==> src/rtl/spi_pkg.sv <==
// Shared types and constants for the SPI slave receive path.
package spi_pkg;

  typedef enum logic {IDLE, ACTIVE} spi_rx_state_t;

  localparam int SYNC_STAGES = 2;
  localparam int SPI_DATA_W  = 8;

endpackage

==> src/rtl/sync_fifo.sv <==
// Single-clock FIFO with registered read data and registered occupancy flags.
// A write into a full FIFO is accepted only when a read is accepted in the same cycle.
module sync_fifo #(
  parameter int DATA  = 8,
  parameter int DEPTH = 16,
  parameter int AW    = $clog2(DEPTH)
) (
  input  logic            clk,
  input  logic            rst,
  input  logic            wr,
  input  logic [DATA-1:0] wdata,
  input  logic            rd,
  output logic [DATA-1:0] rdata,
  output logic [AW:0]     usedw,
  output logic            full,
  output logic            empty
);

  localparam logic [AW:0] DEPTH_C = (AW + 1)'(DEPTH);
  localparam logic [AW:0] ONE     = (AW + 1)'(1);

  logic [DATA-1:0] mem [DEPTH];
  logic [AW-1:0]   wptr_q, rptr_q;
  logic [AW:0]     count_d;
  logic            rd_ok, wr_ok;

  assign rd_ok = rd & ~empty;
  assign wr_ok = wr & (~full | rd_ok);

  always_comb begin
    count_d = usedw;
    unique case ({wr_ok, rd_ok})
      2'b10:   count_d = usedw + ONE;
      2'b01:   count_d = usedw - ONE;
      default: count_d = usedw;
    endcase
  end

  always_ff @(posedge clk) begin
    if (rst) begin
      wptr_q <= '0;
      rptr_q <= '0;
      usedw  <= '0;
      full   <= 1'b0;
      empty  <= 1'b1;
      rdata  <= '0;
    end else begin
      if (wr_ok) wptr_q <= wptr_q + 1'b1;
      if (rd_ok) begin
        rptr_q <= rptr_q + 1'b1;
        rdata  <= mem[rptr_q];
      end
      usedw <= count_d;
      full  <= (count_d == DEPTH_C);
      empty <= (count_d == '0);
    end
  end

  // Storage is not reset; occupancy tracking guards every read.
  always_ff @(posedge clk) begin
    if (wr_ok) mem[wptr_q] <= wdata;
  end

endmodule

==> src/rtl/spi_slave_rx.sv <==
// SPI mode-0 slave receiver: oversampled pins, MSB-first deserializer and a word FIFO
// that the downstream checker stage drains through rd/rdata/usedw.
module spi_slave_rx
  import spi_pkg::*;
#(
  parameter int DATA  = SPI_DATA_W,
  parameter int DEPTH = 16,
  parameter int AW    = $clog2(DEPTH)
) (
  input  logic            clk,
  input  logic            rst,
  input  logic            sclk,
  input  logic            cs_n,
  input  logic            mosi,
  input  logic            rd,
  output logic [DATA-1:0] rdata,
  output logic [AW:0]     usedw,
  output logic            full,
  output logic            overflow,
  output logic            frame_done
);

  localparam int            CW       = $clog2(DATA);
  localparam logic [CW-1:0] LAST_BIT = CW'(DATA - 1);

  logic [SYNC_STAGES-1:0] sclk_sync, cs_sync, mosi_sync;
  logic                   sclk_prev;
  logic                   sclk_s, cs_s, mosi_s, sclk_rise;

  spi_rx_state_t   state_q;
  logic [CW-1:0]   bit_cnt_q;
  logic [DATA-1:0] shreg_q;
  logic            wr_q;
  logic            word_flag_q;
  logic            fifo_empty;

  assign sclk_s    = sclk_sync[SYNC_STAGES-1];
  assign cs_s      = cs_sync[SYNC_STAGES-1];
  assign mosi_s    = mosi_sync[SYNC_STAGES-1];
  assign sclk_rise = sclk_s & ~sclk_prev;

  // cs_n synchronizer resets to the deasserted level so reset never fakes a frame start.
  always_ff @(posedge clk) begin
    if (rst) begin
      sclk_sync <= '0;
      cs_sync   <= '1;
      mosi_sync <= '0;
      sclk_prev <= 1'b0;
    end else begin
      sclk_sync <= {sclk_sync[SYNC_STAGES-2:0], sclk};
      cs_sync   <= {cs_sync[SYNC_STAGES-2:0], cs_n};
      mosi_sync <= {mosi_sync[SYNC_STAGES-2:0], mosi};
      sclk_prev <= sclk_s;
    end
  end

  always_ff @(posedge clk) begin
    if (rst) begin
      state_q     <= IDLE;
      bit_cnt_q   <= '0;
      shreg_q     <= '0;
      wr_q        <= 1'b0;
      word_flag_q <= 1'b0;
      frame_done  <= 1'b0;
    end else begin
      wr_q       <= 1'b0;
      frame_done <= 1'b0;
      case (state_q)
        IDLE: begin
          if (!cs_s) begin
            state_q     <= ACTIVE;
            bit_cnt_q   <= '0;
            word_flag_q <= 1'b0;
          end
        end
        ACTIVE: begin
          if (cs_s) begin
            state_q    <= IDLE;
            frame_done <= word_flag_q;
          end else if (sclk_rise) begin
            shreg_q <= {shreg_q[DATA-2:0], mosi_s};
            if (bit_cnt_q == LAST_BIT) begin
              wr_q        <= 1'b1;
              bit_cnt_q   <= '0;
              word_flag_q <= 1'b1;
            end else begin
              bit_cnt_q <= bit_cnt_q + 1'b1;
            end
          end
        end
      endcase
    end
  end

  // The shift register is stable for the write cycle: sclk edges are at least 4 clk apart.
  always_ff @(posedge clk) begin
    if (rst) begin
      overflow <= 1'b0;
    end else if (wr_q && full && !(rd && !fifo_empty)) begin
      overflow <= 1'b1;
    end
  end

  sync_fifo #(
    .DATA  (DATA),
    .DEPTH (DEPTH),
    .AW    (AW)
  ) u_fifo (
    .clk   (clk),
    .rst   (rst),
    .wr    (wr_q),
    .wdata (shreg_q),
    .rd    (rd),
    .rdata (rdata),
    .usedw (usedw),
    .full  (full),
    .empty (fifo_empty)
  );

endmodule

==> config.mk <==
export PLATFORM = sky130hd
export DESIGN_NAME = spi_slave_rx
export DESIGN_NICKNAME = d
export VERILOG_FILES = /design/src/rtl/spi_pkg.sv /design/src/rtl/sync_fifo.sv /design/src/rtl/spi_slave_rx.sv
export SDC_FILE = /design/constraint.sdc
export NUM_CORES = 1
export LEC_CHECK = 0
export ABC_AREA = 1
export BUFFER_PORTS_ARGS = -buffer_cell sky130_fd_sc_hd__buf_2
export CAP_MARGIN = 0
export CORE_UTILIZATION = 55
export CTS_CLUSTER_DIAMETER = 150
export DETAILED_ROUTE_END_ITERATION = 10
export GPL_ROUTABILITY_DRIVEN = 1
export PLACE_DENSITY = 0.81
export SLEW_MARGIN = 20
export SYNTH_ARGS = -nofsm -noshare
export SYNTH_HDL_FRONTEND = slang
export SYNTH_SLANG_ARGS = --single-unit
==> constraint.sdc <==
create_clock -name clk -period 5.1 [get_ports clk]
set_input_delay 0.51 -clock clk [delete_from_list [all_inputs] [get_ports clk]]
set_output_delay 0.51 -clock clk [all_outputs]
set_load 0.01 [all_outputs]
==> metrics.md, run 1 <==
| Metric | Value |
|---|---|
| Share of synthesized area spent on multiplexers | `0.00141` |
| Total of hold buffers inserted after clock tree synthesis | `0` |
| Fill cell total of the finished layout | `963` |
| Post-synthesis compound-gate area fraction | `0.0301` |
| Placed Instances | `845` |
| I/O pin count | `22` |
| Family of cells with the greatest summed delay on the critical path | `simple AND/OR/NAND/NOR gates` |
| Number of distinct library cells after synthesis | `28` |
| Run status | `complete, no violations` |
| Master of the slowest instance on the critical path | `sky130_fd_sc_hd__inv_1` |
| Max clock buf depth | `2` |
| Area fraction in and, or, nand and nor cells after synthesis | `0.226` |
| Total clock sinks | `174` |
| Hold Violations, Final | `0` |
| Transition at the pin with the smallest max-transition slack | `0.883 ns` |
| Number of non-filler instances in the completed layout | `877` |
| Setup repair bufs after CTS | `0` |
| Global-route total usage across every layer | `0.233` |
| Growth of design area from synthesis to finish | `9.97%` |
| Last weighted congestion value of the routability-driven placer | `0.897` |
| Cell types occupying the most area after synthesis | `sky130_fd_sc_hd__edfxtp_1 (54%), sky130_fd_sc_hd__dfxtp_1 (13%), sky130_fd_sc_hd__nand2_1 (10%)` |
| Dominant combinational cell family by area after synthesis | `simple AND/OR/NAND/NOR gates` |
| Total routed wirelength | `15,000 um` |
| Fraction of the mapped netlist area in adder cells | `0.0176` |
| Die X | `116 um` |
| PwrDens | `411 nW/um2` |
| Via total after detailed routing | `4,949` |
| Clk pin slew, worst setup/hold paths | `0.07 ns` |
| Gr ovfl total | `0` |
| Worst-case vdd ir drop | `0.231 mV` |
| Number of placement rows | `41` |
| Final sum of negative setup slack | `0 ns` |
| Core area | `12,600 um2` |
| Leakage component of the power | `3.19 nW` |
| Fin area | `7830 um2` |
| Drt via density | `5.64` |
| Flip-flop cell with the highest count after synthesis | `sky130_fd_sc_hd__edfxtp_1` |
| Area share of the largest cell type after synthesis | `0.540` |
| Number of global-route vias before repair | `4,512` |
| DRC violations left | `0` |
| Most frequent CP cell | `sky130_fd_sc_hd__nand2_1` |
| Quantity of gates resized following cts | `0` |
| Die Outline Area | `13,400 um2` |
| Fraction of final layout cells sized beyond drive strength 1 | `0.0922` |
| Number of buffers inserted during clock tree synthesis | `17` |
| Critical Setup Path Class | `reg2reg` |
| Instance area after placement | `7230 um2` |
| Routed length per placed instance | `17.1 um` |
| Fraction of the cycle the final worst path needs | `0.519` |
| Unrepaired setup endpoints after global routing | `no` |
| Buffering stage count on the worst path with inverters included | `4` |
| Final slew viol count | `0` |
| Largest stage delay on the critical path | `0.49 ns` |
| Max_slew headroom | `0.409` |
| Post-DP HPWL | `9210 um` |
| Count of nets left with antenna violations after detail routing | `0` |
| Chip Height | `116 um` |
| Utilization of the core after routing | `0.620` |
| Post-route clock skew | `0.00806 ns` |
| Cell with the most instances after synthesis | `sky130_fd_sc_hd__nand2_1` |
| Pin count of the biggest net entering global routing | `67` |
| Antenna fix cells | `0` |
| Xor and xnor fraction of the mapped netlist area | `0.00123` |
| Htree depth | `4` |
| Smallest setup slack after layout | `2.45 ns` |
| Req. time, crit path | `5.46 ns` |
| Synthesized area divided by synthesized cell count | `10.5 um2` |
| Min cycle time layout | `2.65 ns` |
| Count of routing violations after the opening detailed-route iteration | `539` |
| FF+latch count, synth | `174` |
| Setup slack at placement | `2.32 ns` |
| Initial Utilization | `0.564` |
| Highest attainable clock frequency | `0.378 GHz` |
| TritonCTS clock tree | `built` |
| Total number of yosys warnings | `0` |
| Max cap viols | `0` |
| Synth area leader | `sky130_fd_sc_hd__edfxtp_1` |
| Total setup violations reported at the end of the flow | `0` |
| Clock tree root buffer cell | `sky130_fd_sc_hd__clkbuf_16` |
| Netlist area before placement | `7120 um2` |
| Worst min path class | `in2reg` |
| Highest net fanout along the worst path | `21` |
| Net total in the final layout | `708` |
| Ordered list of cells on the worst path | `inv_2, nand2_1, inv_1, ha_1, nand2_1, inv_1, nor2_1, ha_1, inv_1, nand2_1, o21bai_1, nand3_1, o21ai_1, nor2_1, nand3_1, nand2_1` |
| Count of input and output buffers | `21` |
| Initial antenna violation count | `0` |
| 1st-pass router iterations | `6` |
| Number of flops mapped to enable cells by yosys | `128` |
| Clock insertion delay at the later pin of the skew report | `0.43 ns` |
| Kind of end point of the critical path | `flop` |
| Register-to-register setup slack | `2.45 ns` |
| Most common library cells after synthesis | `sky130_fd_sc_hd__nand2_1 (198), sky130_fd_sc_hd__edfxtp_1 (128), sky130_fd_sc_hd__nand3_1 (117), sky130_fd_sc_hd__nor2_1 (58), sky130_fd_sc_hd__dfxtp_1 (46)` |
| Proportion of synthesized chip area in sequential cells | `0.669` |
| Post-synth ARST share | `0` |
| Critical path arrival | `3.01 ns` |
| Mapped Nets | `697` |
| Wire length of the first global-routing pass | `23,000 um` |
| Post-Synthesis Cells | `681` |
| Critical path launch point type | `flop` |
## cell families (layout without fill, tap and decap cells)
group / after synthesis / count (layout)
xor+xnor: 1 / 1
simple gates: 384 / 384
mux: 1 / 1
fa+ha+maj: 10 / 10
buf+inv: 74 / 98
compound gates: 37 / 37
flops: 174 / 174
## layer usage
metal | GRT usage | routed length, um | share of wire
met1 | 0.315 | 6230 | 0.42
met2 | 0.369 | 7220 | 0.48
met3 | 0.0518 | 1090 | 0.073
met4 | 0.0923 | 414 | 0.028
met5 | 0 | 0 | 0
## state kept, by name (all words and copies together) (netlist names)
name	cells
bit_cnt_q	3
cs_sync	2
frame_done	1
mosi_sync	2
overflow	1
sclk_prev	1
sclk_sync	2
shreg_q	8
state_q	1
u_fifo.empty	1
u_fifo.full	1
u_fifo.mem	128
u_fifo.rdata	8
u_fifo.rptr_q	4
u_fifo.usedw	5
u_fifo.wptr_q	4
word_flag_q	1
wr_q	1
## cell usage in the layout (no fill, tap or decap), drive strengths merged
cell type  Yosys  routed
nand2        198     198
edfxtp       128     128
nand3        117     117
nor2          59      59
dfxtp         46      46
inv           42      42
buf           26      23
clkbuf         5      20
o21ai         18      18
ha            10      10
o211ai         8       8
a21oi          7       7
clkinv         1       7
nor3           4       4
clkinvlp       0       4
o21bai         2       2
or2            2       2
nand4          2       2
bufinv         0       2
mux2i          1       1
xor2           1       1
o21a           1       1
and3           1       1
a31oi          1       1
nor3b          1       1
## stage by stage
step	total power [W]	hold slack, ns
finish	0.00322	0.271
global route	0.00331	0.283
CTS	0.00321	0.264
detailed placement	0.00196	0.398
global placement	0.00194	0.398
floorplan	0.00189	0.388
## layout make-up
| type | count | area (um2) | share of cell area |
|---|---|---|---|
| clock inverters | 12 | 138 | 0.0176 |
| clock buffers | 20 | 457 | 0.0583 |
| repair buffers | 23 | 120 | 0.0153 |
| multi-input cells | 433 | 1970 | 0.252 |
| flip-flops and latches | 174 | 4770 | 0.609 |
| well taps | 172 | 215 | 0.0275 |
| inverters | 43 | 163 | 0.0208 |
## worst reg2reg max path, cell delays in order (launching register included)
cell and delay (ns):
sky130_fd_sc_hd__dfxtp_1 0.31, sky130_fd_sc_hd__inv_2 0.04, sky130_fd_sc_hd__nand2_1 0.11, sky130_fd_sc_hd__inv_1 0.49
sky130_fd_sc_hd__ha_1 0.40, sky130_fd_sc_hd__nand2_1 0.11, sky130_fd_sc_hd__inv_1 0.10, sky130_fd_sc_hd__nor2_1 0.06
sky130_fd_sc_hd__ha_1 0.18, sky130_fd_sc_hd__inv_1 0.05, sky130_fd_sc_hd__nand2_1 0.09, sky130_fd_sc_hd__o21bai_1 0.18
sky130_fd_sc_hd__nand3_1 0.08, sky130_fd_sc_hd__o21ai_1 0.08, sky130_fd_sc_hd__nor2_1 0.13, sky130_fd_sc_hd__nand3_1 0.11
sky130_fd_sc_hd__nand2_1 0.07
## worst paths after layout
kind / endpoint / start / cells past startpoint
max: u_fifo.empty / u_fifo.empty / 16
min: cs_sync[0] / cs_n / 2
max reg2reg: u_fifo.empty / u_fifo.empty / 16
min reg2reg: sclk_sync[1] / sclk_sync[0] / 2
## power breakdown
group	internal, W	total (W)	switching (W)
Sequential	0.00153	0.00155	0.0000189
Clock	0.000749	0.00128	0.000526
Combinational	0.000116	0.000396	0.000281
Total	0.00239	0.00322	0.000826
No activity file was read; power rests on OpenSTA's default activity.
==> run 2, diff against run 1 <==
- clock period: 5.1 -> 2.8 ns (I/O delays scaled with it)
==> run 2 against run 1 <==
  * Die area is the same
  * Total power grew 78%
  * Clock skew hardly changed
  * Global-route usage up 0.52 points
  * Non-clock buffer count rose by 2
  * Count of clock-buffer cells in the layout did not move
==> metrics.md, run 2 (synthesized netlist as in run 1, its figures left out) <==
| Metric | Value |
|---|---|
| Run status | `complete, no violations` |
| Total clock sinks | `174 (unchanged)` |
| I/O pin count | `22 (unchanged)` |
| Total setup violations reported at the end of the flow | `0 (unchanged)` |
| Die Outline Area | `13,400 um2 (unchanged)` |
| Max_slew headroom | `0.404 (-0.00536)` |
| Combinational cell fraction of total power | `0.124 (about the same)` |
| Global-route total usage across every layer | `0.238 (+0.00524)` |
| Total routed wirelength | `15,100 um (+1.0%)` |
| Leading cell type in the layout, fill and taps excluded | `sky130_fd_sc_hd__nand2_1` |
| Clock tree root buffer cell | `sky130_fd_sc_hd__clkbuf_16` |
| Kind of end point of the critical path | `flop` |
| Largest registers | `u_fifo.mem: 128 flops, shreg_q: 8 flops, u_fifo.rdata: 8 flops` |
| Quantity of gates resized following cts | `0 (unchanged)` |
| Worst min path class | `in2reg` |
| Unrepaired setup endpoints after global routing | `no` |
| Highest attainable clock frequency | `0.432 GHz (+14%)` |
| Count of routing violations after the opening detailed-route iteration | `649 (+20%)` |
| Wire length of the first global-routing pass | `23,400 um (+1.8%)` |
| Overall power consumption | `0.00572 W (+78%)` |
| Initial antenna violation count | `0 (unchanged)` |
| Start of the worst register-to-register path | `u_fifo.empty` |
| Post-route clock skew | `0.00848 ns (+0.000411 ns)` |
| Pin count of the biggest net entering global routing | `67 (unchanged)` |
| Final sum of negative setup slack | `0 ns (unchanged)` |
| Leakage component of the power | `3.18 nW (-0.34%)` |
| DRC violations left | `0 (unchanged)` |
| Drt via density | `5.55 (-1.7%)` |
| Count of nets left with antenna violations after detail routing | `0 (unchanged)` |
| Relative contribution of the clock network to total power | `0.384 (-0.012)` |
| Initial Utilization | `0.564 (unchanged)` |
| TritonCTS clock tree | `built` |
| Fin area | `7810 um2 (-0.22%)` |
| Instance area after placement | `7250 um2 (+0.21%)` |
| Switching power total | `0.00148 W (+79%)` |
| Biggest register | `u_fifo.mem` |
| PwrDens | `733 nW/um2 (+78%)` |
| Area of all sequential standard cells | `4770 um2 (unchanged)` |
| Origin of the worst min-delay path | `cs_n` |
| Highest net fanout along the worst path | `6 (-71%)` |
| Max cap viols | `0 (unchanged)` |
| Critical Setup Path Class | `reg2reg` |
| Endpoint of the worst-slack reg-to-reg timing path | `u_fifo.full` |
| Proportion of power drawn by flip-flops and latches | `0.492 (+0.012)` |
| Antenna fix cells | `0 (unchanged)` |
| Register-to-register setup slack | `0.49 ns (-1.97 ns)` |
| Critical path arrival | `2.68 ns (-0.33 ns)` |
| Number of buffers inserted during clock tree synthesis | `17 (unchanged)` |
| Switching power share of the total | `0.258 (+0.00163)` |
| Footprint of the multi-input gates | `1970 um2 (unchanged)` |
| Final slew viol count | `0 (unchanged)` |
| Post-DP HPWL | `9290 um (+0.90%)` |
| Internal power | `0.00425 W (+78%)` |
| Total of hold buffers inserted after clock tree synthesis | `0 (unchanged)` |
| Net total in the final layout | `710 (+0.28%)` |
| R2R cell count | `17 (+1)` |
| Clk pin slew, worst setup/hold paths | `0.06 ns (about the same)` |
| Flip-flop count of the largest register, all copies and words added | `128 (unchanged)` |
| Req. time, crit path | `3.16 ns (-2.30 ns)` |
| Clock insertion delay at the later pin of the skew report | `0.43 ns (about the same)` |
| Hold Path Depth | `2 (unchanged)` |
| Core area | `12,600 um2 (unchanged)` |
| Routed length per placed instance | `17.2 um (+0.78%)` |
| Setup repair bufs after CTS | `0 (unchanged)` |
| Fraction of final layout cells sized beyond drive strength 1 | `0.0948 (+0.00257)` |
| Worst-case vdd ir drop | `0.477 mV (+110%)` |
| Gr ovfl total | `0 (unchanged)` |
| Via total after detailed routing | `4,877 (-1.5%)` |
| Growth of design area from synthesis to finish | `9.72%` |
| Min cycle time layout | `2.31 ns (-0.332 ns)` |
| Number of global-route vias before repair | `4,608 (+2.1%)` |
| Fill cell total of the finished layout | `965 (+0.21%)` |
| Chip Height | `116 um (unchanged)` |
| Last weighted congestion value of the routability-driven placer | `0.858 (-4.3%)` |
| Number of placement rows | `41 (unchanged)` |
| Htree depth | `4 (unchanged)` |
| Die X | `116 um (unchanged)` |
| Max clock buf depth | `2 (unchanged)` |
| Critical path launch point type | `flop` |
| Transition at the pin with the smallest max-transition slack | `0.894 ns (+0.0113 ns)` |
| Hold Violations, Final | `0 (unchanged)` |
| Commonest cells after routing, fill and taps aside | `sky130_fd_sc_hd__nand2_1 (198), sky130_fd_sc_hd__edfxtp_1 (128), sky130_fd_sc_hd__nand3_1 (117), sky130_fd_sc_hd__nor2_1 (58), sky130_fd_sc_hd__dfxtp_1 (45)` |
| Count of input and output buffers | `21 (unchanged)` |
| Fraction of the cycle the final worst path needs | `0.826 (+0.307)` |
| 1st-pass router iterations | `7 (+1)` |
| Hold worst-path end | `cs_sync[0]` |
[run 2: cell type report]
class                   count  share of cell area
clock buffers              20              0.0572
multi-input cells         433               0.252
flip-flops and latches    174               0.610
inverters                  43              0.0208
clock inverters            12              0.0147
well taps                 172              0.0276
repair buffers             25              0.0173
[run 2: how the worst max path moves through the flow]
stage	start	end	slack [ns]	cells after the start
2_1_floorplan	u_fifo.empty	u_fifo.empty	0.68	17
3_3_place_gp	rd	u_fifo.empty	0.63	17
3_5_place_dp	rd	u_fifo.empty	0.53	16
4_1_cts	u_fifo.empty	u_fifo.full	0.52	17
5_1_grt	u_fifo.empty	u_fifo.full	0.20	17
6_report	u_fifo.empty	u_fifo.full	0.49	17
[run 2: per-layer routing]
metal  vias up  global-route usage  share of wire
met4         0               0.125          0.031
li1       2327                   -              -
met1      2292               0.307           0.41
met3        38              0.0476          0.076
met5         -                   0              0
met2       220               0.384           0.49
[run 2: power by group through the flow]
stage | registers (W) | clock network, W | logic, W
after global placement | 0.00287 | 0 | 0.000669
after floorplan | 0.00288 | 0 | 0.000557
after CTS | 0.00281 | 0.00221 | 0.000704
after global routing | 0.00282 | 0.00231 | 0.000794
after detailed placement | 0.00287 | 0 | 0.000695
final | 0.00281 | 0.00220 | 0.000711
[run 2: per-stage QoR]
step | worst slack (ns) | cells | utilization | hold slack [ns]
3_3_place_gp | 0.632 | 847 | 0.574 | 0.403
2_1_floorplan | 0.678 | 681 | - | 0.384
6_report | 0.487 | 879 | 0.619 | 0.0399
4_1_cts | 0.522 | 879 | 0.619 | 0.0345
3_5_place_dp | 0.529 | 847 | 0.574 | 0.399
5_1_grt | 0.202 | 879 | 0.619 | 0.0379
[run 2: worst max-delay path: stages, from the launching register on]
cell and delay [ns]:
sky130_fd_sc_hd__dfxtp_1 0.32, sky130_fd_sc_hd__inv_2 0.03, sky130_fd_sc_hd__nand2_1 0.13, sky130_fd_sc_hd__nand2_1 0.07
sky130_fd_sc_hd__nand2_1 0.20, sky130_fd_sc_hd__ha_1 0.31, sky130_fd_sc_hd__nand2_1 0.12, sky130_fd_sc_hd__inv_1 0.09
sky130_fd_sc_hd__nor2_1 0.06, sky130_fd_sc_hd__ha_1 0.17, sky130_fd_sc_hd__inv_1 0.05, sky130_fd_sc_hd__nand2_1 0.09
sky130_fd_sc_hd__o21bai_1 0.17, sky130_fd_sc_hd__nand3_1 0.08, sky130_fd_sc_hd__o21ai_1 0.08, sky130_fd_sc_hd__nor2_1 0.13
sky130_fd_sc_hd__nand2_1 0.07, sky130_fd_sc_hd__nor2_1 0.08
==> run 3, diff against run 2 <==
- PLACE_DENSITY: 0.81 -> 0.84
- clock period: 2.8 -> 1.9 ns (I/O delays scaled with it)
==> run 3 against run 2 <==
  * The flow now finishes with violations (setup timing)
  * Non-clock buffer count up 29
  * Clock skew up 0.0035 ns
  * Largest power group unchanged
  * Cell count up 3.3%
  * Critical endpoint unchanged
  * Critical path depth unchanged
  * Utilization up 3.1 points
  * Register-to-register slack worse by 0.72 ns
  * Critical path type unchanged
  * Global-route usage up 0.55 points
==> metrics.md, run 3 (synthesized netlist as in run 1, its figures left out) <==
| Metric | Value |
|---|---|
| PwrDens | `1090 nW/um2 (+48%)` |
| Critical path launch point type | `flop` |
| Pin count of the biggest net entering global routing | `67 (unchanged)` |
| Number of placement rows | `41 (unchanged)` |
| 1st-pass router iterations | `5 (-2)` |
| Global-route total usage across every layer | `0.244 (+0.00546)` |
| Last weighted congestion value of the routability-driven placer | `0.851 (-0.78%)` |
| Largest stage delay on the critical path | `0.32 ns (about the same)` |
| Clock tree root buffer cell | `sky130_fd_sc_hd__clkbuf_16` |
| Violations in the final reports | `setup timing` |
| Hold Path Depth | `2 (unchanged)` |
| Worst-case vdd ir drop | `0.705 mV (+48%)` |
| Gr ovfl total | `0 (unchanged)` |
| Die Outline Area | `13,400 um2 (unchanged)` |
| Highest attainable clock frequency | `0.469 GHz (+8.4%)` |
| Post-route clock skew | `0.0119 ns (+0.00346 ns)` |
| Kind of end point of the critical path | `flop` |
| Hold Violations, Final | `0 (unchanged)` |
| Total setup violations reported at the end of the flow | `3 (+3)` |
| Largest registers | `u_fifo.mem: 128 flops, shreg_q: 8 flops, u_fifo.rdata: 8 flops` |
| Placed Instances | `871 (+2.8%)` |
| Htree depth | `4 (unchanged)` |
| Die X | `116 um (unchanged)` |
| Antenna fix cells | `0 (unchanged)` |
| Count of nets left with antenna violations after detail routing | `0 (unchanged)` |
| Drt via density | `5.76 (+3.9%)` |
| Max cap viols | `0 (unchanged)` |
| Fill cell total of the finished layout | `899 (-6.8%)` |
| DRC violations left | `0 (unchanged)` |
| Net total in the final layout | `739 (+4.1%)` |
| Initial Utilization | `0.564 (unchanged)` |
| Final slew viol count | `0 (unchanged)` |
| Max clock buf depth | `2 (unchanged)` |
| Via total after detailed routing | `5,233 (+7.3%)` |
| Routed length per placed instance | `18.4 um (+6.9%)` |
| TritonCTS clock tree | `built` |
| Biggest register | `u_fifo.mem` |
| Total clock sinks | `174 (unchanged)` |
| Critical path arrival | `2.49 ns (-0.19 ns)` |
| Wire length of the first global-routing pass | `23,800 um (+1.6%)` |
| Post-DP HPWL | `9560 um (+2.9%)` |
| Clk pin slew, worst setup/hold paths | `0.07 ns (about the same)` |
| Critical Setup Path Class | `reg2reg` |
| Master of the slowest instance on the critical path | `sky130_fd_sc_hd__dfxtp_2` |
| Count of input and output buffers | `21 (unchanged)` |
| Total routed wirelength | `16,700 um (+10%)` |
| Max_slew headroom | `0.443 (+0.0387)` |
| Number of global-route vias before repair | `4,863 (+5.5%)` |
| Growth of design area from synthesis to finish | `15.3%` |
| Final sum of negative setup slack | `-0.437 ns (-0.437 ns)` |
| R2R cell count | `17 (unchanged)` |
| Highest net fanout along the worst path | `4 (-2)` |
| Initial antenna violation count | `0 (unchanged)` |
| Number of buffers inserted during clock tree synthesis | `17 (unchanged)` |
| Ordered list of cells on the worst path | `inv_2, nand2_4, nand2_2, nand2_2, ha_4, nand2_4, inv_4, nor2_4, ha_4, inv_4, nand2_4, o21bai_1, nand3_1, o21ai_1, nor2_1, nand2_1, nor2_1` |
| Fraction of final layout cells sized beyond drive strength 1 | `0.148 (+0.0533)` |
| Transition at the pin with the smallest max-transition slack | `0.835 ns (-0.0592 ns)` |
| Core area | `12,600 um2 (unchanged)` |
| Smallest setup slack after layout | `-0.234 ns (-0.721 ns)` |
| Flip-flop count of the largest register, all copies and words added | `128 (unchanged)` |
| Fraction of the cycle the final worst path needs | `1.12 (+0.297)` |
| Min cycle time layout | `2.13 ns (-0.179 ns)` |
| Unrepaired setup endpoints after global routing | `yes` |
| Worst hold margin | `0.162 ns (+0.122 ns)` |
| Worst min path class | `in2reg` |
| Clock insertion delay at the later pin of the skew report | `0.43 ns (about the same)` |
| Req. time, crit path | `2.25 ns (-0.91 ns)` |
| I/O pin count | `22 (unchanged)` |
| Commonest cells after routing, fill and taps aside | `sky130_fd_sc_hd__nand2_1 (192), sky130_fd_sc_hd__edfxtp_1 (128), sky130_fd_sc_hd__nand3_1 (117), sky130_fd_sc_hd__nor2_1 (56), sky130_fd_sc_hd__dfxtp_1 (44)` |
| Most frequent CP cell | `sky130_fd_sc_hd__nand2_4` |
| Number of non-filler instances in the completed layout | `908 (+3.3%)` |
| Chip Height | `116 um (unchanged)` |
| Run status | `finished, violations left` |
| Leakage component of the power | `3.40 nW (+6.9%)` |
| Count of routing violations after the opening detailed-route iteration | `726 (+12%)` |
| Leading cell type in the layout, fill and taps excluded | `sky130_fd_sc_hd__nand2_1` |
==> run 3: cell count changes in the layout (fill, tap and decap cells not counted), sizes merged <==
cell,previous run,this run
clkinvlp,6,1
buf,25,51
clkinv,6,5
clkbuf,20,26
bufinv,1,0
dlygate4sd3,0,3
inv,42,43
==> run 3: repair_timing <==
item | in CTS | in global routing
resized for setup | 10 | 17
pin swaps | 2 | 8
setup buffers | 0 | 2
endpoints found under the setup margin | 4 | 11
endpoints found under the hold margin | 3 | 0
hold buffers | 3 | 0
==> run 3: final cells by class <==
class                   instances  area (um2)  area share
clock buffers                  26         588      0.0717
clock inverters                 6        37.5     0.00458
inverters                      43         169      0.0206
multi-input cells             433        2060       0.251
flip-flops and latches        174        4770       0.581
well taps                     172         215      0.0262
repair buffers                 54         364      0.0444
==> run 3: report_power, final <==
group | internal, W | total (W) | switching [W] | leakage (nW)
sequential | 0.00410 | 0.00416 | 0.0000576 | 1.66
combinational | 0.000387 | 0.00122 | 0.000828 | 1.43
clock | 0.00215 | 0.00354 | 0.00139 | 0.310
==> run 3: routing by layer <==
| metal | global-route usage | vias to the layer above | wire, um |
|---|---|---|---|
| li1 | - | 2378 | - |
| met1 | 0.289 | 2461 | 6220 |
| met2 | 0.406 | 337 | 8380 |
| met3 | 0.0633 | 57 | 1460 |
| met4 | 0.136 | 0 | 631 |
| met5 | 0 | - | 0 |
==> run 3: worst paths after layout <==
path                startpoint            to  slack [ns]
setup reg to reg  u_fifo.empty   u_fifo.full       -0.23
hold / removal             rst  sclk_sync[1]        0.16
hold reg to reg   sclk_sync[0]  sclk_sync[1]        0.41
setup / recovery  u_fifo.empty   u_fifo.full       -0.23
==> run 3: critical path, delay by kind of cell, from the launching register on <==
kind / cells / cell delay (ns)
fa+ha+maj: 2 / 0.34
flops: 1 / 0.32
compound gates: 2 / 0.26
simple gates: 10 / 0.95
buf+inv: 3 / 0.18
==> run 3: through the flow <==
step	cell area (um2)	setup slack (ns)	power, W	utilization
3_5_place_dp	7430	-0.0426	0.00530	0.589
6_report	8200	-0.234	0.00892	0.650
2_1_floorplan	7130	0.00638	0.00507	-
5_1_grt	8200	-0.245	0.00916	0.650
3_3_place_gp	7430	0.0688	0.00526	0.589
4_1_cts	8120	0.0146	0.00881	0.644
